## config.mk

```make
export PLATFORM = sky130hd
export DESIGN_NAME = alu_op_sequencer_flat
export DESIGN_NICKNAME = d
export VERILOG_FILES = /design/src/rtl/alu_op_sequencer_if.sv /design/src/rtl/alu_op_sequencer.sv /design/src/flat_wrapper.sv
export SDC_FILE = /design/constraint.sdc
export NUM_CORES = 1
export LEC_CHECK = 0
export CORE_ASPECT_RATIO = 1.75
export CORE_MARGIN = 2
export CORE_UTILIZATION = 35
export CTS_BUF_LIST = sky130_fd_sc_hd__clkbuf_4
export CTS_CLUSTER_DIAMETER = 150
export DETAILED_ROUTE_END_ITERATION = 6
export HOLD_SLACK_MARGIN = 0.1
export SETUP_SLACK_MARGIN = 0.15
export SLEW_MARGIN = 25
export SYNTH_ARGS = -nofsm -noshare
export SYNTH_HDL_FRONTEND = slang
export SYNTH_SLANG_ARGS = --single-unit
```

## constraint.sdc

```tcl
create_clock -name clk -period 3.65 [get_ports clk]
set_input_delay 0.73 -clock clk [delete_from_list [all_inputs] [get_ports clk]]
set_output_delay 0.73 -clock clk [all_outputs]
set_load 0.1 [all_outputs]
```

## src/rtl/alu_op_sequencer_if.sv

```systemverilog
// Decode request / result bundle between the controller and the ALU op sequencer.
interface alu_op_sequencer_if;
  logic       in_valid;
  logic       in_ready;
  logic [1:0] ALUOp;
  logic [2:0] Funct3;
  logic [6:0] Funct7;
  logic       is_imm;
  logic       flush;
  logic       out_valid;
  logic [4:0] Operation;
  logic       is_multi;
  logic       illegal;
  logic       stall;

  modport master (
    output in_valid, ALUOp, Funct3, Funct7, is_imm, flush,
    input  in_ready, out_valid, Operation, is_multi, illegal, stall
  );

  modport slave (
    input  in_valid, ALUOp, Funct3, Funct7, is_imm, flush,
    output in_ready, out_valid, Operation, is_multi, illegal, stall
  );
endinterface

```

## src/rtl/alu_op_sequencer.sv

```systemverilog
// Registered ALU operation decoder. Single-cycle ops complete the cycle after
// accept; RV32M mul/div ops hold the sequencer busy (stall) for their latency.
module alu_op_sequencer #(
  parameter int unsigned ENABLE_M = 1,
  parameter int unsigned MUL_LAT  = 3,
  parameter int unsigned DIV_LAT  = 8,
  parameter int unsigned CNT_W    = 4
) (
  input logic               clk,
  input logic               reset,
  alu_op_sequencer_if.slave bus
);

  localparam logic [4:0] OP_AND  = 5'b00000;
  localparam logic [4:0] OP_OR   = 5'b00001;
  localparam logic [4:0] OP_ADD  = 5'b00010;
  localparam logic [4:0] OP_SUB  = 5'b00011;
  localparam logic [4:0] OP_XOR  = 5'b00100;
  localparam logic [4:0] OP_SRL  = 5'b00101;
  localparam logic [4:0] OP_SLL  = 5'b00110;
  localparam logic [4:0] OP_SRA  = 5'b00111;
  localparam logic [4:0] OP_BEQ  = 5'b01000;
  localparam logic [4:0] OP_BNE  = 5'b01001;
  localparam logic [4:0] OP_BLT  = 5'b01010;
  localparam logic [4:0] OP_BGE  = 5'b01011;
  localparam logic [4:0] OP_SLT  = 5'b01100;
  localparam logic [4:0] OP_SLTU = 5'b01101;
  localparam logic [4:0] OP_BLTU = 5'b01110;
  localparam logic [4:0] OP_BGEU = 5'b01111;
  localparam logic [4:0] OP_LUI  = 5'b11111;

  localparam logic [6:0] F7_BASE   = 7'b0000000;
  localparam logic [6:0] F7_ALT    = 7'b0100000;
  localparam logic [6:0] F7_MULDIV = 7'b0000001;

  // Counter preload: BUSY lasts LAT-1 cycles, the final one at cnt==0.
  localparam int unsigned MUL_LD = (MUL_LAT > 1) ? MUL_LAT - 2 : 0;
  localparam int unsigned DIV_LD = (DIV_LAT > 1) ? DIV_LAT - 2 : 0;

  typedef enum logic {IDLE, BUSY} state_t;
  typedef enum logic [1:0] {K_SINGLE, K_MUL, K_DIV} kind_t;

  state_t           state;
  logic [CNT_W-1:0] cnt;
  logic             out_valid_q;
  logic [4:0]       op_q;
  logic             multi_q;
  logic             illegal_q;
  logic             stall_q;

  logic [4:0]       dec_op;
  logic             dec_ill;
  kind_t            dec_kind;
  logic             dec_one;
  logic [CNT_W-1:0] dec_load;

  function automatic logic [4:0] base_op(input logic [2:0] f3);
    logic [4:0] r;
    case (f3)
      3'b000:  r = OP_ADD;
      3'b001:  r = OP_SLL;
      3'b010:  r = OP_SLT;
      3'b011:  r = OP_SLTU;
      3'b100:  r = OP_XOR;
      3'b101:  r = OP_SRL;
      3'b110:  r = OP_OR;
      default: r = OP_AND;
    endcase
    return r;
  endfunction

  // Decode the presented request into operation code, illegal flag and op class.
  always_comb begin
    dec_op   = OP_ADD;
    dec_ill  = 1'b0;
    dec_kind = K_SINGLE;
    case (bus.ALUOp)
      2'b00: dec_op = OP_ADD;
      2'b11: dec_op = OP_LUI;
      2'b01: begin
        case (bus.Funct3)
          3'b000:  dec_op = OP_BEQ;
          3'b001:  dec_op = OP_BNE;
          3'b100:  dec_op = OP_BLT;
          3'b101:  dec_op = OP_BGE;
          3'b110:  dec_op = OP_BLTU;
          3'b111:  dec_op = OP_BGEU;
          default: dec_ill = 1'b1;
        endcase
      end
      default: begin
        if (bus.is_imm) begin
          if (bus.Funct3 == 3'b001) begin
            if (bus.Funct7 == F7_BASE) dec_op = OP_SLL;
            else                       dec_ill = 1'b1;
          end else if (bus.Funct3 == 3'b101) begin
            if (bus.Funct7 == F7_BASE)     dec_op = OP_SRL;
            else if (bus.Funct7 == F7_ALT) dec_op = OP_SRA;
            else                           dec_ill = 1'b1;
          end else begin
            dec_op = base_op(bus.Funct3);
          end
        end else begin
          case (bus.Funct7)
            F7_BASE: dec_op = base_op(bus.Funct3);
            F7_ALT: begin
              if (bus.Funct3 == 3'b000)      dec_op = OP_SUB;
              else if (bus.Funct3 == 3'b101) dec_op = OP_SRA;
              else                           dec_ill = 1'b1;
            end
            F7_MULDIV: begin
              if (ENABLE_M != 0) begin
                dec_op   = {2'b10, bus.Funct3};
                dec_kind = bus.Funct3[2] ? K_DIV : K_MUL;
              end else begin
                dec_ill = 1'b1;
              end
            end
            default: dec_ill = 1'b1;
          endcase
        end
      end
    endcase
    if (dec_ill) begin
      dec_op   = OP_ADD;
      dec_kind = K_SINGLE;
    end
  end

  // Choose single-cycle completion vs busy countdown for the decoded class.
  always_comb begin
    dec_one  = 1'b1;
    dec_load = '0;
    case (dec_kind)
      K_MUL: begin
        dec_one  = (MUL_LAT == 1);
        dec_load = CNT_W'(MUL_LD);
      end
      K_DIV: begin
        dec_one  = (DIV_LAT == 1);
        dec_load = CNT_W'(DIV_LD);
      end
      default: begin
        dec_one  = 1'b1;
        dec_load = '0;
      end
    endcase
  end

  // IDLE/BUSY sequencer; flush overrides accept and completion.
  always_ff @(posedge clk or posedge reset) begin
    if (reset) begin
      state       <= IDLE;
      cnt         <= '0;
      out_valid_q <= 1'b0;
      op_q        <= '0;
      multi_q     <= 1'b0;
      illegal_q   <= 1'b0;
      stall_q     <= 1'b0;
    end else if (bus.flush) begin
      state       <= IDLE;
      cnt         <= '0;
      out_valid_q <= 1'b0;
      stall_q     <= 1'b0;
    end else begin
      out_valid_q <= 1'b0;
      case (state)
        IDLE: begin
          if (bus.in_valid) begin
            op_q      <= dec_op;
            illegal_q <= dec_ill;
            multi_q   <= (dec_kind != K_SINGLE);
            if (dec_one) begin
              out_valid_q <= 1'b1;
            end else begin
              cnt     <= dec_load;
              state   <= BUSY;
              stall_q <= 1'b1;
            end
          end
        end
        default: begin
          if (cnt == '0) begin
            state       <= IDLE;
            out_valid_q <= 1'b1;
            stall_q     <= 1'b0;
          end else begin
            cnt <= cnt - 1'b1;
          end
        end
      endcase
    end
  end

  assign bus.in_ready  = (state == IDLE) && !bus.flush;
  assign bus.out_valid = out_valid_q;
  assign bus.Operation = op_q;
  assign bus.is_multi  = multi_q;
  assign bus.illegal   = illegal_q;
  assign bus.stall     = stall_q;

endmodule

```

## src/flat_wrapper.sv

```systemverilog
// flat-port wrapper written by rule: the top's interface ports become plain ports
module alu_op_sequencer_flat 
#(
  parameter int unsigned ENABLE_M = 1,
  parameter int unsigned MUL_LAT  = 3,
  parameter int unsigned DIV_LAT  = 8,
  parameter int unsigned CNT_W    = 4
)
  (clk, reset, bus_in_valid, bus_ALUOp, bus_Funct3, bus_Funct7, bus_is_imm, bus_flush, bus_in_ready, bus_out_valid, bus_Operation, bus_is_multi, bus_illegal, bus_stall);
  alu_op_sequencer_if bus_i ();
  input logic clk;
  input logic reset;
  input wire logic [$bits(bus_i.in_valid)-1:0] bus_in_valid;
  input wire logic [$bits(bus_i.ALUOp)-1:0] bus_ALUOp;
  input wire logic [$bits(bus_i.Funct3)-1:0] bus_Funct3;
  input wire logic [$bits(bus_i.Funct7)-1:0] bus_Funct7;
  input wire logic [$bits(bus_i.is_imm)-1:0] bus_is_imm;
  input wire logic [$bits(bus_i.flush)-1:0] bus_flush;
  output wire logic [$bits(bus_i.in_ready)-1:0] bus_in_ready;
  output wire logic [$bits(bus_i.out_valid)-1:0] bus_out_valid;
  output wire logic [$bits(bus_i.Operation)-1:0] bus_Operation;
  output wire logic [$bits(bus_i.is_multi)-1:0] bus_is_multi;
  output wire logic [$bits(bus_i.illegal)-1:0] bus_illegal;
  output wire logic [$bits(bus_i.stall)-1:0] bus_stall;
  assign bus_i.in_valid = bus_in_valid;
  assign bus_i.ALUOp = bus_ALUOp;
  assign bus_i.Funct3 = bus_Funct3;
  assign bus_i.Funct7 = bus_Funct7;
  assign bus_i.is_imm = bus_is_imm;
  assign bus_i.flush = bus_flush;
  assign bus_in_ready = bus_i.in_ready;
  assign bus_out_valid = bus_i.out_valid;
  assign bus_Operation = bus_i.Operation;
  assign bus_is_multi = bus_i.is_multi;
  assign bus_illegal = bus_i.illegal;
  assign bus_stall = bus_i.stall;
  alu_op_sequencer #(.ENABLE_M(ENABLE_M), .MUL_LAT(MUL_LAT), .DIV_LAT(DIV_LAT), .CNT_W(CNT_W)) u_core (.clk(clk), .reset(reset), .bus(bus_i));
endmodule
```

=== Yosys cells after proc, flatten, opt, wreduce, memory -nomap -nowiden ===
Cells that the tools add are included.

* Bits of input ports: 17
* Output and inout bits: 10
* Bits in registers: 14

* Bitwise operators: 2
* Equality and inequality tests: 15
* Reduce and logical (&&, ||, !) cells: 17
* Muxes and demuxes: 51
* Add/sub/neg operators: 1

{| class="wikitable"
|+ Operator list
! cell !! count
|-
| $mux 5 || 6
|-
| $pmux 5 s3 || 2
|-
| $pmux 4 s7 || 1
|-
| $mux 1 || 24
|-
| $pmux 4 s6 || 1
|-
| $mux 4 || 5
|-
| $pmux 4 s5 || 1
|-
| $eq 3x3->1 const B || 4
|-
| $mux 2 || 5
|-
| $mux 3 || 3
|-
| $reduce_and 3->1 || 3
|-
| $eq 7x1->1 const B || 1
|-
| $eq 7x6->1 const B || 1
|-
| $logic_not 7->1 || 1
|-
| $eq 3x2->1 const B || 2
|-
| $ne 3x3->1 const B || 2
|-
| $pmux 3 s2 || 1
|-
| $reduce_bool 3->1 || 2
|-
| $reduce_or 2->1 || 3
|-
| $reduce_or 6->1 || 1
|-
| $eq 2x1->1 const B || 2
|-
| $eq 2x2->1 const B || 2
|-
| $logic_not 4->1 || 1
|-
| $pmux 1 s2 || 2
|-
| 9 further kinds || 10
|}

=== Logic depth before layout (Yosys ltp) ===
Gate-level depths: netlist of the first run.

* Word-level depth: 14
* Depth in mapped cells: 12

=== Least setup slack after synthesis of the first run ===
OpenSTA, ideal clock, no wires.

* Path kind: input port to flip-flop
* Start point: input bus_Funct7[4]
* End point: register u_core.cnt[3]
* Path buffers: 1
* Required time: 3.564 ns
* Slack: 0.438 ns
* Data arrival time: 3.126 ns
* Cell stages on the path: 12
* Setup time: 0.086 ns
* Path through: or4_1 buf_2 nor3_1 nand4b_1 nor2_1 inv_1 ha_1 and3b_1 a21oi_1 nor4_1 xnor2_1 nor3_1

* Longest elaborated chain between the ends: 12

{| class="wikitable"
|+ Ends and longest elaborated chain
! element !! RTL line !! source
|-
| from (decl) || flat_wrapper.sv:16 || <nowiki>input wire logic [$bits(bus_i.Funct7)-1:0] bus_Funct7;</nowiki>
|-
| $eq 7x6->1 || alu_op_sequencer.sv:98, alu_op_sequencer.sv:104 ||
|-
| $mux 1 || alu_op_sequencer.sv:98 || <nowiki>else if (bus.Funct7 == F7_ALT) dec_op = OP_SRA;</nowiki>
|-
| $mux 1 || alu_op_sequencer.sv:97 || <nowiki>if (bus.Funct7 == F7_BASE) dec_op = OP_SRL;</nowiki>
|-
| $mux 1 || alu_op_sequencer.sv:96 || <nowiki>end else if (bus.Funct3 == 3'b101) begin</nowiki>
|-
| $mux 1 || alu_op_sequencer.sv:93 || <nowiki>if (bus.Funct3 == 3'b001) begin</nowiki>
|-
| $mux 1 || alu_op_sequencer.sv:92 || <nowiki>if (bus.is_imm) begin</nowiki>
|-
| $pmux 1 s2 || alu_op_sequencer.sv:77 || <nowiki>case (bus.ALUOp)</nowiki>
|-
| $mux 2 (*) || alu_op_sequencer.sv:124 || <nowiki>if (dec_ill) begin</nowiki>
|-
| $eq 2x1->1 or $eq 2x2->1 (tied branches) || alu_op_sequencer.sv:134 || <nowiki>case (dec_kind)</nowiki>
|-
| $reduce_or 2->1 (no source line) (*) || - ||
|-
| $reduce_bool 3->1 (no source line) (*) || - ||
|-
| $reduce_and 3->1 (no source line) (*) || - ||
|-
| to (signal assigned) || alu_op_sequencer.sv:176 || <nowiki>cnt <= dec_load;</nowiki>
|-
| to (signal assigned) || alu_op_sequencer.sv:188 || <nowiki>cnt <= cnt - 1'b1;</nowiki>
|-
| to (decl) || alu_op_sequencer.sv:44 || <nowiki>logic [CNT_W-1:0] cnt;</nowiki>
|}

Mark *: on every way between the ends. The rest lies on a longest branch, timed or not.
A chain may end at the register's enable or synchronous reset.

=== Worst setup path in the final report of the first run ===
* Start point: input bus_Funct7[4]
* End point: register u_core.cnt[0]

* Longest elaborated chain between the ends: 14

{| class="wikitable"
|+ Ends and longest elaborated chain
! element !! RTL line !! source
|-
| $eq 7x6->1 || alu_op_sequencer.sv:98, alu_op_sequencer.sv:104 ||
|-
| $mux 1 || alu_op_sequencer.sv:98 ||
|-
| $mux 1 || alu_op_sequencer.sv:97 ||
|-
| $mux 1 || alu_op_sequencer.sv:96 ||
|-
| $mux 1 || alu_op_sequencer.sv:93 ||
|-
| $mux 1 || alu_op_sequencer.sv:92 ||
|-
| $pmux 1 s2 || alu_op_sequencer.sv:77 ||
|-
| $mux 2 (*) || alu_op_sequencer.sv:124 ||
|-
| $eq 2x2->1 or $eq 2x1->1 (tied branches) || alu_op_sequencer.sv:134 ||
|-
| $pmux 3 s2 || alu_op_sequencer.sv:134 ||
|-
| $mux 4 || alu_op_sequencer.sv:173 || <nowiki>if (dec_one) begin</nowiki>
|-
| $mux 4 || alu_op_sequencer.sv:169 || <nowiki>if (bus.in_valid) begin</nowiki>
|-
| $mux 4 || alu_op_sequencer.sv:167 || <nowiki>case (state)</nowiki>
|-
| $mux 4 || alu_op_sequencer.sv:160 || <nowiki>end else if (bus.flush) begin</nowiki>
|}

Mark *: on every way between the ends. The rest lies on a longest branch, timed or not. The select of a mux whose other input is x is not followed.

==> results of run 1 <==
area by class of cell:
| type | instances | share of cell area |
|---|---|---|
| Multi-Input combinational cell | 101 | 0.464 |
| Sequential cell | 14 | 0.253 |
| Timing Repair Buffer | 31 | 0.214 |
| Tap cell | 28 | 0.0253 |
| Inverter | 9 | 0.0244 |
| Clock buffer | 3 | 0.0163 |
| Clock inverter | 1 | 0.00271 |
cell usage after synthesis (2+ instances only):
cell type,n
sky130_fd_sc_hd__o21bai_1,2
sky130_fd_sc_hd__o21ai_0,7
sky130_fd_sc_hd__nand2b_1,4
sky130_fd_sc_hd__xnor2_1,2
sky130_fd_sc_hd__a21oi_1,10
sky130_fd_sc_hd__nand2_1,12
sky130_fd_sc_hd__nor2_1,12
sky130_fd_sc_hd__clkbuf_1,6
sky130_fd_sc_hd__nor3_1,6
sky130_fd_sc_hd__nor2b_1,9
sky130_fd_sc_hd__dfrtp_1,14
sky130_fd_sc_hd__a211oi_1,3
sky130_fd_sc_hd__inv_1,9
sky130_fd_sc_hd__o41ai_2,2
sky130_fd_sc_hd__ha_1,5
sky130_fd_sc_hd__a31oi_1,5
sky130_fd_sc_hd__or3_1,3
sky130_fd_sc_hd__o31ai_1,3
state kept, by name, indices dropped and copies added (netlist names):
register	cells
u_core.cnt	4
u_core.bus.stall	1
u_core.state	1
u_core.bus.Operation	5
u_core.bus.out_valid	1
u_core.bus.is_multi	1
u_core.bus.illegal	1
worst min-delay path, delay by kind of cell, from the launching register on:
family           cells  cell delay, ns
flip-flops           1            0.35
AND/OR/NAND/NOR      1            0.05
AO/OA/AOI/OAI        1            0.06
layer usage:
layer  wire, µm  global-route usage  vias up
met4         74               0.100        0
met2       1490               0.296       44
met5          0                   0        -
met1        939               0.171      496
met3        110             0.00941        6
li1           -                   -      525
power by group:
part | switching (W) | internal, W
Clock | 0.0000498 | 0.0000396
Combinational | 0.000112 | 0.0000490
Sequential | 0.00000448 | 0.000164
Total | 0.000166 | 0.000252
cell usage in the layout, fill, tap and decap left out:
master,n
sky130_fd_sc_hd__nand4b_1,1
sky130_fd_sc_hd__a22oi_1,1
sky130_fd_sc_hd__a31oi_1,5
sky130_fd_sc_hd__o31ai_1,3
sky130_fd_sc_hd__inv_1,9
sky130_fd_sc_hd__o211ai_1,1
sky130_fd_sc_hd__a221oi_1,1
sky130_fd_sc_hd__a21oi_1,10
sky130_fd_sc_hd__or3_1,3
sky130_fd_sc_hd__buf_4,6
sky130_fd_sc_hd__a211oi_1,3
sky130_fd_sc_hd__o21bai_1,2
sky130_fd_sc_hd__nand3b_1,1
sky130_fd_sc_hd__xnor2_1,2
sky130_fd_sc_hd__nand2b_1,4
sky130_fd_sc_hd__o41a_1,1
sky130_fd_sc_hd__nor2_1,12
sky130_fd_sc_hd__o21ai_0,7
sky130_fd_sc_hd__and3b_1,1
sky130_fd_sc_hd__nor4b_1,1
sky130_fd_sc_hd__nor3_1,5
sky130_fd_sc_hd__dfrtp_1,14
sky130_fd_sc_hd__nor3_2,1
sky130_fd_sc_hd__nor4_1,1
sky130_fd_sc_hd__o41ai_2,2
sky130_fd_sc_hd__ha_1,5
sky130_fd_sc_hd__xor2_1,1
sky130_fd_sc_hd__or3b_2,1
sky130_fd_sc_hd__nand2_1,12
sky130_fd_sc_hd__a311oi_1,1
sky130_fd_sc_hd__clkbuf_4,3
sky130_fd_sc_hd__or4_1,1
sky130_fd_sc_hd__o22ai_1,1
sky130_fd_sc_hd__nand3_1,1
sky130_fd_sc_hd__clkinv_1,1
sky130_fd_sc_hd__and2b_1,1
sky130_fd_sc_hd__clkdlybuf4s50_1,25
sky130_fd_sc_hd__nor2b_1,9
kinds of logic after synthesis:
family,Yosys count
xor gates and xnor gates,3
DFF,14
AOI/OAI and AO/OA,38
adders and majority gates,5
buffers and inverters,18
and+or+nand+nor,55
worst paths after layout:
check	slack [ns]	to	from	cells after the start
hold / removal	0.50	u_core.bus.is_multi$_DFFE_PP0P_	u_core.bus.is_multi$_DFFE_PP0P_	2
setup reg to reg	1.81	u_core.cnt[1]$_DFFE_PP0P_	u_core.cnt[0]$_DFFE_PP0P_	7
hold reg to reg	0.50	u_core.bus.is_multi$_DFFE_PP0P_	u_core.bus.is_multi$_DFFE_PP0P_	2
max in group asynchronous	2.52	u_core.bus.Operation[1]$_DFFE_PP0P_	reset	2
setup / recovery	0.37	u_core.cnt[0]$_DFFE_PP0P_	bus_Funct7[4]	12
min in group asynchronous	0.78	u_core.bus.is_multi$_DFFE_PP0P_	reset	2
metrics by stage:
stage | power, W | setup WS, ns
6_report | 0.000418 | 0.370
5_1_grt | 0.000437 | 0.210
4_1_cts | 0.000422 | 0.245
3_5_place_dp | 0.000332 | -0.0516
3_3_place_gp | 0.000331 | 0.0424
2_1_floorplan | 0.000281 | 0.438
==> impl_metrics.sql, run 1 <==
INSERT INTO impl_metrics (metric_group, metric, value, unit) VALUES
('grt', 'groute.usage.overall', '0.165', ''),
('drt', 'ant_nets', '0', ''),
('finish', 'post_route_cell_area', '1380', 'µm²'),
('placed_design', 'placement.cell_area', '1350', 'µm²'),
('synth', 'mappedNetlistNets', '155', ''),
('synth', 'mux_contribution_to_synthesized_area', '0', ''),
('synth', 'number_of_distinct_standard_cells_referenced_by_the_synthesized_netlist', '37', ''),
('setup_path', 'critical_path.top_delay_family', 'simple AND/OR/NAND/NOR gates', ''),
('grt', 'grt-ovfl-total', '0', ''),
('status', 'status', 'completed', ''),
('setup_path', 'crit_type', 'in2reg', ''),
('floorplan', 'floorplan.core_area', '2900', 'µm²'),
('synth', 'synth-async-reset-ratio', '1.00', ''),
('drt', 'wire_per_inst', '14.0', 'µm'),
('grt', 'grt_start_max_net_pins', '17', ''),
('synth', 'compound_gate_portion_of_the_synthesized_area', '0.244', ''),
('finish', 'post_route_cells_drive_above_1_share', '0.0818', ''),
('floorplan', 'rows', '26', ''),
('pwr', 'ir_drop', '0.000119', 'V'),
('clock_tree', 'cts_setup_buffers', '0', ''),
('clock_tree', 'tritoncts_clock_tree', 'done', ''),
('timing', 'final.setup.tns', '0', 'ns'),
('setup_path', 'worst_setup_path_end_kind', 'flip-flop', ''),
('setup_path', 'cp_max_fo', '7', ''),
('clock_tree', 'cts_hold_buf', '0', ''),
('synth', 'adder_and_majority_cell_fraction_of_the_synthesized_area', '0.0590', ''),
('drt', 'total_length_of_routed_wires', '2610', 'µm'),
('placed_design', 'place.detailed.instances', '183', ''),
('synth', 'synth_flop_cell', 'sky130_fd_sc_hd__dfrtp_1', ''),
('setup_path', 'critPathArrivalTime', '3.48', 'ns'),
('clock_tree', 'ctsRootBufferMaster', 'sky130_fd_sc_hd__clkbuf_4', ''),
('timing', 'hold_ws', '0.496', 'ns'),
('grt', 'first_pass_grt_wire_length', '4310', 'µm'),
('floorplan', 'design.portCount', '27', ''),
('floorplan', 'floorplan.initialDensity', '0.366', ''),
('worst_hold_path', 'hold_class', 'reg2reg', ''),
('timing', 'setup_skew', '0.00168', 'ns'),
('synth', 'synthSimpleGateAreaFrac', '0.273', ''),
('finish', 'finalCoreUtilization', '0.478', ''),
('floorplan', 'die_w', '45.6', 'µm'),
('clock_tree', 'clock_latency_of_the_later_clocked_register_in_the_worst_skew_pair', '0.27', 'ns'),
('pwr', 'ratio_of_total_power_to_cell_area', '302', 'nW/µm²'),
('finish', 'multiInputGateArea', '642', 'µm²'),
('synth', 'synth-edff-count', '0', ''),
('synth', 'combinational_family_with_the_most_area_after_synthesis', 'simple AND/OR/NAND/NOR gates', ''),
('synth', 'synth_area_per_cell', '7.97', 'µm²'),
('timing', 'max_freq', '305', 'MHz'),
('setup_path', 'critPathRequiredTime', '3.85', 'ns'),
('timing', 'grt_setup_unrepaired', 'no', ''),
('finish', 'area_delta_synth_final', '30.5', '%'),
('setup_path', 'crit_path_max_incr_delay', '0.56', 'ns'),
('floorplan', 'design.die.area', '3500', 'µm²'),
('clock_tree', 'post_cts.resized_instances', '0', ''),
('synth', 'yosysTopAreaCellShare', '0.331', ''),
('synth', 'synth_warn', '0', ''),
('timing', 'final-hold-violation-count', '0', ''),
('setup_path', 'critPathMostFrequentCell', 'sky130_fd_sc_hd__a21oi_1', ''),
('synth', 'synthesis.instances', '133', ''),
('flow_run', 'timing.max_cap.violations', '0', ''),
('finish', 'num_antenna_cells', '0', ''),
('clock_tree', 'cts_sinks', '14', ''),
('timing', 'worst_margin_pin_slew', '0.964', 'ns'),
('drt', 'remaining_drc_errors', '0', ''),
('clock_tree', 'clk_pin_slew', '0.08', 'ns'),
('drt', 'via_per_inst', '5.73', ''),
('setup_path', 'slowest_stage', 'sky130_fd_sc_hd__or4_1', ''),
('placed_design', 'place.gp.congestion', '0.859', ''),
('drt', 'firstDrtPassIters', '4', ''),
('timing', 'worst_slew_margin_rel', '0.355', ''),
('synth', 'synth_area_leader_cell', 'sky130_fd_sc_hd__dfrtp_1', ''),
('clock_tree', 'cts_buffer_depth', '2', '');
Note: power is estimated with default switching activity, not from simulation.
==> inputs of run 2 (changes only) <==
==> constraint.sdc (replaced) <==
create_clock -name clk -period 3.65 [get_ports clk]
set_input_delay 0.5475 -clock clk [delete_from_list [all_inputs] [get_ports clk]]
set_output_delay 0.5475 -clock clk [all_outputs]
set_load 0.1 [all_outputs]
==> run 2 against run 1 <==
Wire length shrank 4.9%. Final cell count shrank 1.1%. Die area is the same. Maximum frequency grew 0.49%. Critical endpoint unchanged. Largest cell class unchanged.
==> impl_metrics.sql, run 2 (synthesis results as in run 1) <==
INSERT INTO impl_metrics (metric_group, metric, value, unit) VALUES
('clock_tree', 'cts_buffer_depth', '2', ''),
('clock_tree', 'cts.htree.levels', '1', ''),
('pwr', 'internal_power', '0.000251', 'W'),
('floorplan', 'die-height', '76.8', 'µm'),
('worst_hold_path', 'hold_depth', '2', ''),
('flow_run', 'timing.max_cap.violations', '0', ''),
('clock_tree', 'cts_sinks', '14', ''),
('setup_path', 'worst_setup_path_end_kind', 'flip-flop', ''),
('drt', 'total_length_of_routed_wires', '2480', 'µm'),
('drt', 'drt_iter0_drc', '14', ''),
('floorplan', 'design.die.area', '3500', 'µm²'),
('drt', 'remaining_drc_errors', '0', ''),
('placed_design', 'place.gp.congestion', '0.891', ''),
('setup_path', 'timing.reg2reg.setup_slack', '1.85', 'ns'),
('worst_hold_path', 'hold_path_startpoint', 'u_core.bus.Operation[4]$_DFFE_PP0P_', ''),
('grt', 'via_count_of_the_first_global_routing_pass', '1090', ''),
('placed_design', 'quantity_of_i_o_buffers_inserted_on_ports', '26', ''),
('timing', 'setup_skew', '0.000665', 'ns'),
('timing', 'max_freq', '306', 'MHz'),
('placed_design', 'post-dp-hpwl', '2060', 'µm'),
('drt', 'wire_per_inst', '13.4', 'µm'),
('clock_tree', 'clk_pin_slew', '0.08', 'ns'),
('timing', 'setup_viol_count_final', '0', ''),
('clock_tree', 'post_cts.resized_instances', '0', ''),
('setup_path', 'cp_max_fo', '7', ''),
('worst_hold_path', 'hold_class', 'reg2reg', ''),
('timing', 'period_needed', '3.26', 'ns'),
('setup_path', 'worst_r2r_startpoint', 'u_core.cnt[0]$_DFFE_PP0P_', ''),
('timing', 'final.setup.tns', '0', 'ns'),
('pwr', 'ratio_of_total_power_to_cell_area', '304', 'nW/µm²'),
('timing', 'final-hold-violation-count', '0', ''),
('grt', 'antenna_found_initial', '0', ''),
('clock_tree', 'cts_setup_buffers', '0', ''),
('setup_path', 'crit_path_start', 'bus_Funct7[4]', ''),
('setup_path', 'worst-r2r-cell-count', '7', ''),
('pwr', 'sequentialPowerShare', '0.406', ''),
('setup_path', 'timing.critical_path.from_type', 'primary input', ''),
('setup_path', 'critPathRequiredTime', '3.85', 'ns'),
('drt', 'firstDrtPassIters', '4', ''),
('clock_tree', 'ctsRootBufferMaster', 'sky130_fd_sc_hd__clkbuf_4', ''),
('pwr', 'ir_drop', '0.000137', 'V'),
('timing', 'worst_case_setup_margin_in_the_final_layout', '0.386', 'ns'),
('clock_tree', 'cts_hold_buf', '0', ''),
('finish', 'num-fill-cells', '294', ''),
('clock_tree', 'clock_latency_of_the_later_clocked_register_in_the_worst_skew_pair', '0.27', 'ns'),
('grt', 'first_pass_grt_wire_length', '4310', 'µm'),
('finish', 'post_route_cells_drive_above_1_share', '0.0637', ''),
('setup_path', 'crit_type', 'in2reg', ''),
('finish', 'final_net_count', '180', ''),
('timing', 'grt_setup_unrepaired', 'no', ''),
('drt', 'num_vias', '1052', ''),
('finish', 'mostFrequentLayoutCells', '25 x sky130_fd_sc_hd__clkdlybuf4s50_1, 14 x sky130_fd_sc_hd__dfrtp_1, 12 x sky130_fd_sc_hd__nor2_1, 12 x sky130_fd_sc_hd__nand2_1, 10 x sky130_fd_sc_hd__a21oi_1', ''),
('timing', 'timing_max_transition_violations_final', '0', ''),
('grt', 'grt-ovfl-total', '0', ''),
('grt', 'grt_start_max_net_pins', '17', ''),
('finish', 'layout_commonest_cell', 'sky130_fd_sc_hd__clkdlybuf4s50_1', ''),
('clock_tree', 'tritoncts_clock_tree', 'done', ''),
('floorplan', 'die_w', '45.6', 'µm'),
('finish', 'num_antenna_cells', '0', ''),
('drt', 'ant_nets', '0', ''),
('timing', 'worst_margin_pin_slew', '0.969', 'ns'),
('drt', 'via_per_inst', '5.69', ''),
('setup_path', 'critPathArrivalTime', '3.47', 'ns'),
('status', 'status', 'completed', ''),
('pwr', 'switching_share', '0.393', ''),
('floorplan', 'floorplan.initialDensity', '0.366', ''),
('grt', 'groute.usage.overall', '0.161', ''),
('finish', 'area_delta_synth_final', '28.6', '%'),
('finish', 'largest_register_ff_count', '5', ''),
('pwr', 'p_clk_frac', '0.211', ''),
('timing', 'layout_worst_path_cycle_share', '0.894', ''),
('floorplan', 'design.portCount', '27', ''),
('pwr', 'power.leakage', '0.553', 'nW'),
('timing', 'worst_slew_margin_rel', '0.352', ''),
('clock_tree', 'tritoncts.num_buffers', '3', ''),
('pwr', 'combinationalPowerShare', '0.383', ''),
('floorplan', 'floorplan.core_area', '2900', 'µm²'),
('placed_design', 'detailedPlace.worstSlack', '0.117', 'ns'),
('worst_hold_path', 'holdPathEnd', 'u_core.bus.Operation[4]$_DFFE_PP0P_', ''),
('setup_path', 'rr_endpoint', 'u_core.cnt[1]$_DFFE_PP0P_', ''),
('finish', 'finalCoreUtilization', '0.471', ''),
('pwr', 'p_sw', '0.000163', 'W'),
('floorplan', 'rows', '26', '');
## run 2: cell types whose count changed in the layout (fill, tap and decap cells not counted)
cell	change
sky130_fd_sc_hd__nor3_1	+1
sky130_fd_sc_hd__buf_4	-2
sky130_fd_sc_hd__nor3_2	-1
## run 2: stage by stage
stage          total power (W)  instances  hold slack, ns  area, µm²
6_report              0.000414        185           0.478       1360
2_1_floorplan         0.000281        133           0.437       1060
5_1_grt               0.000438        185           0.512       1360
3_5_place_dp          0.000331        181           0.467       1340
4_1_cts               0.000420        185           0.487       1360
3_3_place_gp          0.000330        181           0.469       1340
## run 2: how the worst max path moves through the flow
stage	endpoint	slack [ns]	depth (start not counted)
floorplan	u_core.cnt[3]$_DFFE_PP0P_	0.62	12
global placement	u_core.cnt[0]$_DFFE_PP0P_	0.18	12
detailed placement	u_core.cnt[0]$_DFFE_PP0P_	0.12	12
CTS	u_core.cnt[0]$_DFFE_PP0P_	0.42	12
global route	u_core.cnt[0]$_DFFE_PP0P_	0.19	12
finish	u_core.cnt[0]$_DFFE_PP0P_	0.39	12
## run 2: final cells by class
type                       count  area [µm²]  area share
timing repair buffer          29         280       0.206
clock inverter                 1        3.75     0.00275
inverter                       9        33.8      0.0248
tap                           28        35.0      0.0257
multi-input combinational    101         637       0.467
clock buffer                   3        22.5      0.0165
sequential                    14         350       0.257
## run 2: critical path, cell delays in order
cell                              delay, ns
sky130_fd_sc_hd__clkdlybuf4s50_1       0.39
sky130_fd_sc_hd__or4_1                 0.55
sky130_fd_sc_hd__nor3_1                0.32
sky130_fd_sc_hd__nand4b_1              0.20
sky130_fd_sc_hd__nor2_1                0.17
sky130_fd_sc_hd__inv_1                 0.08
sky130_fd_sc_hd__ha_1                  0.28
sky130_fd_sc_hd__and3b_1               0.20
sky130_fd_sc_hd__a21oi_1               0.06
sky130_fd_sc_hd__buf_4                 0.17
sky130_fd_sc_hd__or3_1                 0.34
sky130_fd_sc_hd__a21oi_1               0.14
## run 2: power groups by stage
stage                     clock network, W  registers (W)   logic, W
after floorplan                          0       0.000235  0.0000461
after global placement                   0       0.000171   0.000159
after detailed placement                 0       0.000172   0.000159
after CTS                        0.0000924       0.000169   0.000160
after global routing              0.000101       0.000170   0.000168
final                            0.0000873       0.000168   0.000159
## run 2: layer usage
layer | global-route usage | up-vias | wire length [µm]
li1 | - | 524 | -
met1 | 0.152 | 488 | 865
met2 | 0.297 | 30 | 1410
met3 | 0.00706 | 10 | 82
met4 | 0.112 | 0 | 131
met5 | 0 | - | 0
==> inputs of run 3 (changes only) <==
Settings changed: SKIP_CTS_REPAIR_TIMING set to 1.
==> results of run 3 <==
Same layout as run 2: the final DEF is identical, and so are final timing and power.
